--- src/rtl/dff_bank_arbiter_if.sv ---
// Requester-side bus of the shared-register arbiter.
// req is held high until the matching one-cycle ack and is then dropped.
interface dff_bank_arbiter_if #(
    parameter int N = 4,
    parameter int W = 8
);
    logic [N-1:0]   req;
    logic [N*W-1:0] data;
    logic           clr;
    logic [N-1:0]   gnt;
    logic [N-1:0]   ack;
    logic [W-1:0]   q;
    logic           q_valid;
    logic           busy;

    modport master (output req, data, clr, input gnt, ack, q, q_valid, busy);
    modport slave  (input req, data, clr, output gnt, ack, q, q_valid, busy);
endinterface

--- src/rtl/dff_bank_arbiter.sv ---
// Round-robin arbiter that loads one requester's data into a shared W-bit
// register per IDLE -> LOAD -> ACK sequence, with a synchronous clear.
module dff_bank_arbiter #(
    parameter int N = 4,
    parameter int W = 8
) (
    input  logic                 clk,
    input  logic                 reset,
    dff_bank_arbiter_if.slave    bus,
    output logic [1:0]           state_dbg
);
    localparam int PW = (N > 1) ? $clog2(N) : 1;

    typedef enum logic [1:0] {
        IDLE = 2'd0,
        LOAD = 2'd1,
        ACK  = 2'd2
    } state_t;

    state_t          state, state_n;
    logic [PW-1:0]   ptr, ptr_n;
    logic [PW-1:0]   sel, sel_n;
    logic [N-1:0]    gnt, gnt_n;
    logic [N-1:0]    ack, ack_n;
    logic [W-1:0]    q, q_n;
    logic            q_valid, q_valid_n;

    logic            found;
    logic [PW-1:0]   pick;
    logic [PW-1:0]   cand;

    // Circular search for the first active request starting at ptr.
    always_comb begin
        found = 1'b0;
        pick  = '0;
        cand  = '0;
        for (int i = 0; i < N; i++) begin
            cand = PW'((int'(ptr) + i) % N);
            if (!found && bus.req[cand]) begin
                found = 1'b1;
                pick  = cand;
            end
        end
    end

    always_comb begin
        state_n   = state;
        ptr_n     = ptr;
        sel_n     = sel;
        gnt_n     = gnt;
        ack_n     = ack;
        q_n       = q;
        q_valid_n = q_valid;
        case (state)
            IDLE: begin
                gnt_n = '0;
                if (found) begin
                    sel_n        = pick;
                    gnt_n[pick]  = 1'b1;
                    state_n      = LOAD;
                end
            end
            LOAD: begin
                if (bus.clr || !bus.req[sel]) begin
                    gnt_n   = '0;
                    state_n = IDLE;
                end else begin
                    q_n        = bus.data[int'(sel)*W +: W];
                    q_valid_n  = 1'b1;
                    ack_n      = '0;
                    ack_n[sel] = 1'b1;
                    state_n    = ACK;
                end
            end
            ACK: begin
                ack_n   = '0;
                gnt_n   = '0;
                ptr_n   = PW'((int'(sel) + 1) % N);
                state_n = IDLE;
            end
            default: begin
                gnt_n   = '0;
                ack_n   = '0;
                state_n = IDLE;
            end
        endcase
        // Clear overrides any load in the same cycle, in every state.
        if (bus.clr) begin
            q_n       = '0;
            q_valid_n = 1'b0;
        end
    end

    always_ff @(posedge clk or negedge reset) begin
        if (!reset) begin
            state   <= IDLE;
            ptr     <= '0;
            sel     <= '0;
            gnt     <= '0;
            ack     <= '0;
            q       <= '0;
            q_valid <= 1'b0;
        end else begin
            state   <= state_n;
            ptr     <= ptr_n;
            sel     <= sel_n;
            gnt     <= gnt_n;
            ack     <= ack_n;
            q       <= q_n;
            q_valid <= q_valid_n;
        end
    end

    assign bus.gnt     = gnt;
    assign bus.ack     = ack;
    assign bus.q       = q;
    assign bus.q_valid = q_valid;
    assign bus.busy    = (state != IDLE);
    assign state_dbg   = state;
endmodule
--- src/flat_wrapper.sv ---
// flat-port wrapper written by rule: the top's interface ports become plain ports
module dff_bank_arbiter_flat 
#(
    parameter int N = 4,
    parameter int W = 8
)
  (clk, reset, state_dbg, bus_req, bus_data, bus_clr, bus_gnt, bus_ack, bus_q, bus_q_valid, bus_busy);
  dff_bank_arbiter_if #(.N(N), .W(W)) bus_i ();
  input  logic clk;
  input  logic reset;
  output logic [1:0] state_dbg;
  input wire logic [$bits(bus_i.req)-1:0] bus_req;
  input wire logic [$bits(bus_i.data)-1:0] bus_data;
  input wire logic [$bits(bus_i.clr)-1:0] bus_clr;
  output wire logic [$bits(bus_i.gnt)-1:0] bus_gnt;
  output wire logic [$bits(bus_i.ack)-1:0] bus_ack;
  output wire logic [$bits(bus_i.q)-1:0] bus_q;
  output wire logic [$bits(bus_i.q_valid)-1:0] bus_q_valid;
  output wire logic [$bits(bus_i.busy)-1:0] bus_busy;
  assign bus_i.req = bus_req;
  assign bus_i.data = bus_data;
  assign bus_i.clr = bus_clr;
  assign bus_gnt = bus_i.gnt;
  assign bus_ack = bus_i.ack;
  assign bus_q = bus_i.q;
  assign bus_q_valid = bus_i.q_valid;
  assign bus_busy = bus_i.busy;
  dff_bank_arbiter #(.N(N), .W(W)) u_core (.clk(clk), .reset(reset), .bus(bus_i), .state_dbg(state_dbg));
endmodule
--- config.mk ---
export PLATFORM = sky130hd
export DESIGN_NAME = dff_bank_arbiter_flat
export DESIGN_NICKNAME = d
export VERILOG_FILES = /design/src/rtl/dff_bank_arbiter_if.sv /design/src/rtl/dff_bank_arbiter.sv /design/src/flat_wrapper.sv
export SDC_FILE = /design/constraint.sdc
export NUM_CORES = 1
export LEC_CHECK = 0
export ABC_AREA = 0
export BUFFER_PORTS_ARGS = -buffer_cell sky130_fd_sc_hd__buf_2
export CORE_MARGIN = 5
export CORE_UTILIZATION = 35
export DETAILED_ROUTE_END_ITERATION = 8
export GPL_TIMING_DRIVEN = 0
export PLACE_DENSITY = 0.62
export SLEW_MARGIN = 20
export SYNTH_ARGS = -nofsm -noshare
export SYNTH_HDL_FRONTEND = slang
export SYNTH_SLANG_ARGS = --single-unit
--- constraint.sdc ---
create_clock -name clk -period 2.83 [get_ports clk]
set_input_delay 0.7075 -clock clk [delete_from_list [all_inputs] [get_ports clk]]
set_output_delay 0.7075 -clock clk [all_outputs]
set_load 0.03 [all_outputs]
; ---- After elaboration in Yosys (flattened, before gate mapping)
; Cells that the tools add are included.
[classes]
add_sub_neg = 4
magnitude_cmp = 8
n_eq_ne = 6
n_shift = 1
mux = 36
bitwise = 1
n_reduce_logical = 16
[op_table]
columns = op, count
row1 = 32-bit by 6-bit indexed part select with 8-bit output, 1
row2 = 8-bit two-way mux, 3
row3 = "2-bit by 3-bit < comparator with 1-bit output, second input constant", 6
row4 = 4-bit case mux with 2 select lines, 2
row5 = 1-bit two-way mux, 14
row6 = 2-bit two-way mux, 6
row7 = 4-bit two-way mux, 3
row8 = 1-bit binary-select mux with 2-bit select, 5
row9 = 2-bit AND reduction, 3
row10 = 1-bit logical AND, 5
row11 = "2-bit by 1-bit adder with 2-bit output, second input constant", 2
row12 = "2-bit adder, second input constant", 2
row13 = 1-bit demux with 2-bit select, 2
row14 = "2-bit by 1-bit >= comparator with 1-bit output, second input constant", 2
row15 = 1-bit logical NOT, 4
row16 = "2-bit by 1-bit != test with 1-bit output, second input constant", 2
row17 = "2-bit != test, second input constant", 2
row18 = 2-bit case mux with 2 select lines, 1
row19 = 2-bit nonzero test, 2
row20 = "2-bit by 1-bit == test with 1-bit output, second input constant", 1
row21 = "2-bit == test, second input constant", 1
row22 = 2-bit logical NOT, 1
row23 = 1-bit logical OR, 1
row24 = 1-bit NOT, 1
[word_totals]
ff_bits = 23
in_bits = 39
out_inout_bits = 20
word_cells = 79

; ---- Depth between registers and ports, before layout
; Gate-level depths: netlist of run 1.
[logic_depth]
ltp_word = 18
ltp_mapped = 6

; ---- Worst setup path after synthesis of run 1
; Ideal clock, no wire load.
[synth_timing]
kind = in2reg
startpoint = input port bus_req[3]
endpoint = register u_core.gnt[0], in the netlist u_core.bus.gnt[0]
arrival_time_ns = 1.688
path_slack_ns = 1.020
path_stages = 5
n_path_buf = 1
cell_sequence = mux4_2 -> nand2_2 -> nor3_4 -> buf_6 -> a32o_1
[synth_between]
elab_chain_cells = 18
elab_cells_between_ends = 34
classes_between = 2 x order compare / 1 x eq/ne / 22 x mux / 9 x reduce/logical
[synth_lines]
columns = element, line
row1 = "start, declared", flat_wrapper.sv:12  ; input wire logic [$bits(bus_i.req)-1:0] bus_req;
row2 = 1-bit binary-select mux with 2-bit select, dff_bank_arbiter.sv:39  ; if (!found && bus.req[cand]) begin
row3 = 1-bit two-way mux (not written as such), dff_bank_arbiter.sv:39
row4 = 1-bit two-way mux, dff_bank_arbiter.sv:39
row5 = 1-bit logical NOT, dff_bank_arbiter.sv:39
row6 = 1-bit logical AND, dff_bank_arbiter.sv:39
row7 = 1-bit two-way mux, dff_bank_arbiter.sv:39
row8 = 1-bit logical NOT, dff_bank_arbiter.sv:39
row9 = 1-bit logical AND, dff_bank_arbiter.sv:39
row10 = [... 2 more ...], --
row11 = 1-bit logical AND, dff_bank_arbiter.sv:39
row12 = 2-bit two-way mux, dff_bank_arbiter.sv:39
row13 = 2-bit by 3-bit < comparator with 1-bit output (not written as such) / 2-bit by 1-bit >= comparator with 1-bit output (equally long branches), dff_bank_arbiter.sv:59  ; gnt_n[pick] = 1'b1;
row14 = 1-bit logical AND (not written as such), dff_bank_arbiter.sv:59
row15 = 1-bit two-way mux (not written as such), dff_bank_arbiter.sv:59
row16 = 1-bit demux with 2-bit select, --
row17 = 4-bit two-way mux, dff_bank_arbiter.sv:57  ; if (found) begin
row18 = 4-bit case mux with 2 select lines, dff_bank_arbiter.sv:54  ; case (state)
row19 = "end signal, assigned", dff_bank_arbiter.sv:107  ; gnt <= gnt_n;
row20 = "end, declared", dff_bank_arbiter.sv:23  ; logic [N-1:0] gnt, gnt_n;
; Several ways; a longest one is shown, not always the timed one. The select of a mux whose other input is x is not followed.
; A chain may end at the register's enable or synchronous reset.

; ---- Worst setup path in the final report of run 1
[layout_timing]
startpoint = register u_core.state[1], in the netlist u_core.state_dbg[1]
endpoint = output port bus_busy
[layout_between]
elab_chain_cells = 1
[layout_lines]
columns = element, line
row1 = "start, declared", dff_bank_arbiter.sv:20  ; state_t state, state_n;
row2 = "start signal, assigned", dff_bank_arbiter.sv:104  ; state <= state_n;
row3 = 2-bit nonzero test, dff_bank_arbiter.sv:118  ; assign bus.busy = (state != IDLE);
row4 = "end, declared", flat_wrapper.sv:19  ; output wire logic [$bits(bus_i.busy)-1:0] bus_busy;
; No other way between the ends.

==> results of run 1 <==
stage by stage:
| step | power [mW] | setup slack (ns) |
|---|---|---|
| 2_1_floorplan | 1.24 | 1.02 |
| 3_3_place_gp | 1.48 | 0.832 |
| 3_5_place_dp | 1.50 | 0.806 |
| 4_1_cts | 1.65 | 0.822 |
| 5_1_grt | 1.75 | 0.772 |
| 6_report | 1.62 | 0.833 |
flip-flops by register name (all words and copies together), names as in the netlist:
name                cells
u_core.bus.q_valid      1
u_core.ptr              2
u_core.bus.gnt          4
u_core.sel              2
u_core.state_dbg        2
u_core.bus.ack          4
u_core.bus.q            8
critical path: stages, from the launching register on:
cell and delay (ns):
dfrtp_1 0.48, or2_2 0.32, buf_2 0.18
final cells by class:
class	count	area share, %
Inverter	4	0.935
Timing Repair Buffer	58	18.1
Clock buffer	4	1.64
Multi-Input combinational cell	57	38.5
Sequential cell	23	35.8
Tap cell	46	3.58
Buffer	3	1.48
cells in the final DEF (no fill, tap or decap), drive strengths merged:
cell type  netlist  layout
a22o            12      12
clkbuf           0       4
a21oi            2       2
mux4             9       9
o22a             1       1
a21o             1       1
inv              4       4
a31oi            1       1
o221a            1       1
a32o             4       4
o21a             1       1
or2              1       1
mux2i            3       3
o22ai            1       1
mux2             1       1
o221ai           1       1
nand2b           3       3
nor2             4       4
dfrtp           23      23
and3b            1       1
o21ai            1       1
buf              3      61
ha               4       4
nand2            3       3
nor3             1       1
nor4             1       1
report_power, final:
part / switching, mW / internal [mW] / total, mW
Sequential: 0.103 / 0.452 / 0.555
Clock: 0.0908 / 0.0550 / 0.146
Combinational: 0.532 / 0.391 / 0.923
Total: 0.726 / 0.898 / 1.62
Yosys cell counts:
library cell,n
nor2_2,1
a31oi_1,1
o22a_1,1
nor2_8,1
dfrtp_1,23
a22o_1,12
or2_2,1
buf_6,1
buf_4,1
o221a_2,1
inv_1,4
nand2_2,1
nor2_1,2
o22ai_1,1
mux4_2,9
buf_2,1
mux2i_1,3
nand2_1,2
and3b_4,1
a32o_1,4
o221ai_1,1
ha_1,4
a21o_1,1
nor4_1,1
o21ai_0,1
mux2_2,1
a21oi_1,2
nor3_4,1
nand2b_1,3
o21a_1,1
logic make-up after synthesis:
group	Yosys count	synth area share, %
multiplexers	13	19.8
AO/OA/AOI/OAI	26	17.6
flip-flops	23	46.7
adder cells (fa/ha/maj)	4	4.06
AND/OR/NAND/NOR	14	8.73
buffers and inverters	7	3.15
routing by layer:
layer,vias to the layer above,part of all wire (%)
li1,470,-
met1,481,40
met2,39,50
met3,0,9.9
met4,0,0
met5,-,0
final timing paths:
kind                                           from                 end  slack [ns]  depth (start not counted)
worst max-delay path            u_core.state_dbg[1]            bus_busy        0.83                          2
worst min-delay path                          reset  u_core.bus.q_valid        0.34                          1
worst max register to register        u_core.sel[1]     u_core.bus.q[7]        1.16                          6
worst min register to register    u_core.bus.ack[3]   u_core.bus.ack[3]        0.51                          1
max in group asynchronous                     reset   u_core.bus.ack[2]        2.16                          1
min in group clk                  u_core.bus.ack[3]   u_core.bus.ack[3]        0.51                          1
==> flow_summary_export.csv, run 1 <==
group,metric,value,unit
final_layout,postLayoutCoreUtil,47.8,%
synth,yosysWarnings,0,
clock_network,cts_tree,"built",
final_layout,final_cell_area,1610,um^2
sta,hold_slack,0.339,ns
power,p_leak,0.819,nW
global_routing,grt_pass1_wl,4.93,mm
drt,route.detailed.wl_per_inst,14.3,um
global_routing,met3_usage,4.78,%
drt,via_per_inst,5.08,
clock_network,clock_sinks,23,
sta,layout_min_cycle_time,2.00,ns
drt,drtIter0Drc,47,
sta,tightest_slew,0.477,ns
placed_design,port_buffers,58,
drt,finalWirelength,2.78,mm
sta,fin_skew,0.00497,ns
clock_network,clockBufferDepth,2,
placed_design,gp_congestion,0.756,
final_layout,fin_cells,195,
final_layout,nets,193,
floorplanning,die_h,69.3,um
critical_path,worstPathRequired,2.12,ns
global_routing,grt_pass1_vias,1088,
sta,hold_viol,0,
synth,netlist_area,1230,um^2
synth,syn_inst,87,
clock_network,post_cts_buffers,0,
sta,fin_tns_setup,0,ns
critical_path,cp_max_fo,6,
final_layout,final_layout_size_suffix_gt1_share,54.4,%
global_routing,grt_use_met1,13.9,%
sta,max_slew_margin,68.2,%
drt,first_pass_iters,4,
clock_network,path_clk_slew,0.12,ns
synth,synth.area.top_cells,"dfrtp_1 47%, mux4_2 16%, a22o_1 8.5%",
sta,grt_setup_unrepaired,"no",
critical_path,crit_type,"reg -> out",
synth,ys_seq_elements,23,
global_routing,busiest_layer,"met2",
clock_network,cts.repair.resized,0,
global_routing,grt.total_usage,12.2,%
sta,setup_viol,0,
global_routing,antenna_found_initial,0,
final_layout,nFillCells,334,
floorplanning,initial_utilization,36.6,%
synth,synthesis.nets,130,
final_layout,diodes,0,
critical_path,startpoint_type,"flop",
floorplanning,io_pins,59,
floorplanning,num_rows,21,
placed_design,dpl.hpwl,2.26,mm
worst_hold_path,hold_class,"in -> async",
synth,synth.largest_area_cell,"dfrtp_1",
outcome,status,"completed",
global_routing,grt_max_degree,24,
final_layout,multi_input_area,618,um^2
sta,slew_violations,0,
power,p_per_area,1010,nW/um^2
global_routing,grt.overflow.total,0,
floorplanning,dieArea,4810,um^2
critical_path,worstSetupEndpointType,"output port",
critical_path,crit_arrival,1.29,ns
synth,syn-mean-instance-area,14.2,um^2
clock_network,htreeDepth,1,
synth,yosysTopAreaCellShare,46.7,%
clock_network,cts_buffers,3,
drt,vias,990,
sta,post-route-period-util,70.6,%
synth,synth.distinct_cells,30,
floorplanning,die_x,69.3,um
global_routing,grtUsageMet2,21.8,%
clock_network,clock-root-buffer,"clkbuf_4",
final_layout,seq_area,576,um^2
power,vdd_drop_max,324,uV
sta,fmax,0.501,GHz
drt,remaining_drc_errors,0,
drt,final_antenna_net_count,0,
flow_run,cap_violations,0,
synth,ys_seq_area_share,46.7,%
clock_network,cts_hold_buf,0,
final_layout,areaGrowthSynthToFinish,30.4,%
placed_design,placed_cells,191,
clock_network,clkLatencyLatePin,0.30,ns
placed_design,placed_cell_area,1580,um^2
floorplanning,core,3360,um^2
Power figures use the tool's default switching activity.
==> run 2, diff against run 1 <==
--- a/config.mk
+++ b/config.mk
@@ -11,7 +11,7 @@
 export CORE_UTILIZATION = 35
 export DETAILED_ROUTE_END_ITERATION = 8
 export GPL_TIMING_DRIVEN = 0
-export PLACE_DENSITY = 0.62
+export PLACE_DENSITY = 0.65
 export SLEW_MARGIN = 20
 export SYNTH_ARGS = -nofsm -noshare
 export SYNTH_HDL_FRONTEND = slang
==> constraint.sdc (replaced) <==
create_clock -name clk -period 1.7 [get_ports clk]
set_input_delay 0.425 -clock clk [delete_from_list [all_inputs] [get_ports clk]]
set_output_delay 0.425 -clock clk [all_outputs]
set_load 0.03 [all_outputs]
==> flow_summary_export.csv, run 2 (synthesized netlist as in run 1, its figures left out) <==
group,metric,value,unit
outcome,status,"completed",
critical_path,startpoint_type,"flop",
sta,slew_violations,0,
sta,tightest_slew,0.525,ns
clock_network,cts_buffers,3,
floorplanning,initial_utilization,36.6,%
placed_design,port_buffers,58,
clock_network,cts_hold_buf,0,
sta,hold_viol,0,
critical_path,crit_cells,2,
drt,vias,1034,
global_routing,grt.total_usage,12.5,%
sta,post-route-period-util,95.8,%
clock_network,clkLatencyLatePin,0.31,ns
final_layout,areaGrowthSynthToFinish,35.4,%
sta,fmax,0.614,GHz
final_layout,most-common-layout-cells,"58 x buf_2, 21 x dfrtp_1, 12 x a22o_1",
critical_path,crit_start,"u_core.state_dbg[1]",
final_layout,top_register,"u_core.bus.q",
placed_design,pre_cts_ws,-0.0509,ns
drt,remaining_drc_errors,0,
drt,first_pass_iters,4,
sta,max_slew_margin,65.0,%
floorplanning,dieArea,4810,um^2
sta,fin_skew,0.00227,ns
floorplanning,die_x,69.3,um
power,power,2.81,mW
floorplanning,core,3360,um^2
drt,drtIter0Drc,22,
critical_path,crit_arrival,1.20,ns
power,p_leak,0.859,nW
critical_path,r2r-start,"u_core.sel[1]",
drt,finalWirelength,2.95,mm
sta,layout_min_cycle_time,1.63,ns
floorplanning,io_pins,59,
global_routing,grt_max_degree,24,
critical_path,worstSetupEndpointType,"output port",
final_layout,largest_register_ffs,8,
final_layout,final_common_cell,"buf_2",
final_layout,diodes,0,
worst_hold_path,hold_class,"in -> async",
clock_network,cts_tree,"built",
critical_path,cp_slowest_stage_delay,0.42,ns
clock_network,clockBufferDepth,2,
critical_path,cp_num_buf_inv,1,
critical_path,r2r_setup_slack,0.08,ns
drt,via_per_inst,5.12,
critical_path,worstSetupEndpoint,"bus_busy",
final_layout,nets,200,
critical_path,crit_chain,"or2_2 -> buf_2",
placed_design,gp_congestion,0.770,
sta,setup_viol,0,
critical_path,crit_family,"flip-flops",
power,p_per_area,1690,nW/um^2
clock_network,path_clk_slew,0.13,ns
critical_path,crit_path_top_delay_cell,"dfrtp_2",
drt,route.detailed.wl_per_inst,14.6,um
critical_path,cp_max_fo,2,
final_layout,postLayoutCoreUtil,49.6,%
placed_design,dpl.hpwl,2.32,mm
critical_path,worstPathRequired,1.27,ns
global_routing,grt.overflow.total,0,
flow_run,cap_violations,0,
critical_path,r2r_end,"u_core.bus.gnt[3]",
global_routing,grt_pass1_vias,1114,
power,vdd_drop_max,663,uV
sta,fin_ws,0.0718,ns
clock_network,clock_sinks,23,
final_layout,reg.largest.list,"u_core.bus.q: 8 flops, u_core.bus.ack: 4 flops, u_core.bus.gnt: 4 flops",
clock_network,htreeDepth,1,
critical_path,crit_type,"reg -> out",
floorplanning,die_h,69.3,um
drt,final_antenna_net_count,0,
final_layout,final_layout_size_suffix_gt1_share,58.3,%
global_routing,antenna_found_initial,0,
global_routing,grt_pass1_wl,4.98,mm
floorplanning,num_rows,21,
critical_path,worst_r2r_path_depth,6,
clock_network,clock-root-buffer,"clkbuf_4",
run 2: cell types whose count changed in the layout (fill, tap and decap cells not counted):
cell and change:
dfrtp_2 +2, clkinv_2 +1, dfrtp_1 -2, clkbuf_1 -1, buf_4 +7, buf_2 -1
buf_6 +1
run 2: layout make-up:
class	count	area, um^2
well taps	46	57.6
clock inverters	1	5.00
fillers	331	1690
clock buffers	3	22.5
multi-input cells	57	618
flip-flops and latches	23	578
inverters	4	15.0
repair buffers	65	343
plain buffers	3	30.0
run 2: worst reg2reg max path: stages, from the launching register on:
cell and delay (ns):
dfrtp_1 0.43, buf_6 0.16, mux4_2 0.26, nand2_2 0.08, nor3_4 0.31, buf_6 0.20, a32o_1 0.14
run 2: report_power, final:
group	internal, mW	switching [mW]	leakage, nW	total [mW]
clock	0.0880	0.172	0.0177	0.260
sequential	0.756	0.149	0.302	0.905
combinational	0.727	0.922	0.540	1.65
run 2: worst min-delay path by stage:
stage,cells after the start,end
2_1_floorplan,0,u_core.bus.ack[0]
3_3_place_gp,1,u_core.bus.gnt[3]
3_5_place_dp,1,u_core.bus.q[4]
4_1_cts,1,u_core.sel[1]
5_1_grt,1,u_core.state_dbg[0]
6_report,1,u_core.state_dbg[0]
run 2: per-stage QoR:
step | hold WS (ns) | cells | TNS (ns) | instance area (um^2)
2_1_floorplan | 0.129 | 87 | 0 | 1230
4_1_cts | 0.0782 | 197 | 0 | 1630
6_report | 0.0637 | 202 | 0 | 1670
5_1_grt | 0.0909 | 202 | -0.0683 | 1670
3_3_place_gp | 0.417 | 191 | -0.0478 | 1580
3_5_place_dp | 0.434 | 191 | -0.312 | 1580
run 2: what timing repair did:
action                                  in CTS  in global routing
gates resized for setup                      2                  2
buffers inserted                             2                  5
endpoints found under the setup margin       2                  9
pin swaps                                    0                  1
endpoints found under the hold margin        0                  0
run 2: layer usage:
layer  wire length, um  global-route usage [%]
met1              1230                    14.6
met2              1480                    23.1
met3               213                    3.33
met4                19                    1.95
met5                 0                       0
==> run 3, diff against run 2 <==
--- a/config.mk
+++ b/config.mk
@@ -11,7 +11,7 @@
 export CORE_UTILIZATION = 35
 export DETAILED_ROUTE_END_ITERATION = 8
 export GPL_TIMING_DRIVEN = 0
-export PLACE_DENSITY = 0.65
+export PLACE_DENSITY_LB_ADDON = 0.25
 export SLEW_MARGIN = 20
 export SYNTH_ARGS = -nofsm -noshare
 export SYNTH_HDL_FRONTEND = slang
==> flow_summary_export.csv, run 3 (synthesized netlist as in run 1, its figures left out) <==
group,metric,value,unit
placed_design,dpl.hpwl,2.38,mm
clock_network,clkLatencyLatePin,0.32,ns
sta,fmax,0.607,GHz
sta,slew_violations,0,
clock_network,htreeDepth,1,
drt,finalWirelength,3.09,mm
final_layout,areaGrowthSynthToFinish,35.7,%
drt,vias,1043,
floorplanning,dieArea,4810,um^2
floorplanning,initial_utilization,36.6,%
power,p_per_area,1700,nW/um^2
sta,max_slew_margin,66.1,%
clock_network,cts_tree,"built",
global_routing,grt.total_usage,13.6,%
final_layout,largest_register_ffs,8,
floorplanning,die_h,69.3,um
sta,grt_setup_unrepaired,"no",
final_layout,most-common-layout-cells,"57 x buf_2, 22 x dfrtp_1, 12 x a22o_1",
clock_network,clock-root-buffer,"clkbuf_4",
clock_network,cts_buffers,3,
global_routing,grt_max_degree,24,
global_routing,grt.overflow.total,0,
sta,post-route-period-util,96.9,%
clock_network,path_clk_slew,0.13,ns
worst_hold_path,hold_class,"in -> async",
placed_design,port_buffers,58,
final_layout,diodes,0,
floorplanning,num_rows,21,
drt,first_pass_iters,4,
drt,final_antenna_net_count,0,
final_layout,reg.largest.list,"u_core.bus.q: 8 flops, u_core.bus.ack: 4 flops, u_core.bus.gnt: 4 flops",
critical_path,crit_arrival,1.87,ns
global_routing,grt_pass1_vias,1156,
power,power,2.85,mW
final_layout,final_cell_area,1670,um^2
critical_path,worstPathRequired,1.92,ns
drt,remaining_drc_errors,0,
critical_path,crit_chain,"mux4_2 -> nand2_2 -> nor3_4 -> buf_4 -> a22o_1",
floorplanning,core,3360,um^2
final_layout,nets,199,
clock_network,clockBufferDepth,2,
placed_design,gp_congestion,0.771,
critical_path,worstSetupEndpointType,"flop",
outcome,status,"completed",
sta,layout_min_cycle_time,1.65,ns
floorplanning,die_x,69.3,um
critical_path,cp_slowest_stage_delay,0.57,ns
clock_network,clock_sinks,23,
sta,fin_skew,0.00234,ns
critical_path,startpoint_type,"flop",
global_routing,antenna_found_initial,0,
global_routing,grt_pass1_wl,5.33,mm
final_layout,top_register,"u_core.bus.q",
drt,via_per_inst,5.19,
sta,setup_viol,0,
final_layout,nFillCells,349,
sta,tightest_slew,0.509,ns
critical_path,cp_max_fo,6,
sta,hold_viol,0,
flow_run,cap_violations,0,
sta,fin_ws,0.0529,ns
critical_path,crit_path_top_delay_cell,"mux4_2",
power,p_leak,0.858,nW
final_layout,final_layout_size_suffix_gt1_share,58.1,%
floorplanning,io_pins,59,
placed_design,placed_cell_area,1580,um^2
power,vdd_drop_max,533,uV
drt,drtIter0Drc,14,
final_layout,final_common_cell,"buf_2",
placed_design,pre_cts_ws,-0.0351,ns
critical_path,crit_type,"reg -> reg",
drt,route.detailed.wl_per_inst,15.3,um
[run 3: metal layers]
metal / share of wire [%] / global-route usage [%] / vias up
li1: - / - / 481
met2: 51 / 23.4 / 42
met4: 1.9 / 5.42 / 0
met5: 0 / 0 / -
met3: 5.8 / 4.49 / 8
met1: 42 / 15.5 / 512
[run 3: final timing paths]
| check | slack [ns] | endpoint | from | depth (start not counted) |
|---|---|---|---|---|
| worst max-delay path | 0.05 | u_core.bus.ack[1] | u_core.sel[0] | 5 |
| worst min-delay path | 0.05 | u_core.bus.gnt[3] | reset | 1 |
| worst max register to register | 0.05 | u_core.bus.ack[1] | u_core.sel[0] | 5 |
| worst min register to register | 0.50 | u_core.bus.gnt[3] | u_core.bus.gnt[3] | 1 |
| max in group asynchronous | 1.28 | u_core.state_dbg[1] | reset | 1 |
| min in group clk | 0.39 | u_core.bus.q_valid | bus_clr | 2 |
[run 3: where the power goes]
part	internal [mW]	leakage, nW	switching (mW)
clock network	0.0882	0.0177	0.171
logic	0.739	0.537	0.954
registers	0.753	0.303	0.144
[run 3: what timing repair did]
item | CTS | global route
buffers inserted | 2 | 4
hold buffers | 0 | 0
resized for setup | 1 | 6
endpoints found under the setup margin | 1 | 14
pin swaps | 0 | 1
[run 3: critical path: cells and delay by family, from the launching register on]
kind | cells | cell delay, ns
DFF | 1 | 0.43
and+or+nand+nor | 2 | 0.17
buffers and inverters | 1 | 0.14
muxes | 1 | 0.57
AOI/OAI and AO/OA | 1 | 0.22
[run 3: cell type report]
type	count	area (um^2)	share of cell area [%]
sequential	23	577	34.5
tap	46	57.6	3.44
multi-input combinational	57	624	37.3
buffer	3	30.0	1.80
timing repair buffer	64	342	20.4
clock buffer	3	22.5	1.35
clock inverter	1	5.00	0.299
inverter	4	15.0	0.898
[run 3: metrics by stage]
stage	setup TNS [ns]	hold WS (ns)	utilization, %	instances
2_1_floorplan	0	0.129	-	87
3_3_place_gp	-0.182	0.419	47.0	191
3_5_place_dp	-0.265	0.430	47.0	191
4_1_cts	0	0.0703	48.3	197
5_1_grt	0	0.0781	49.7	201
6_report	0	0.0524	49.7	201
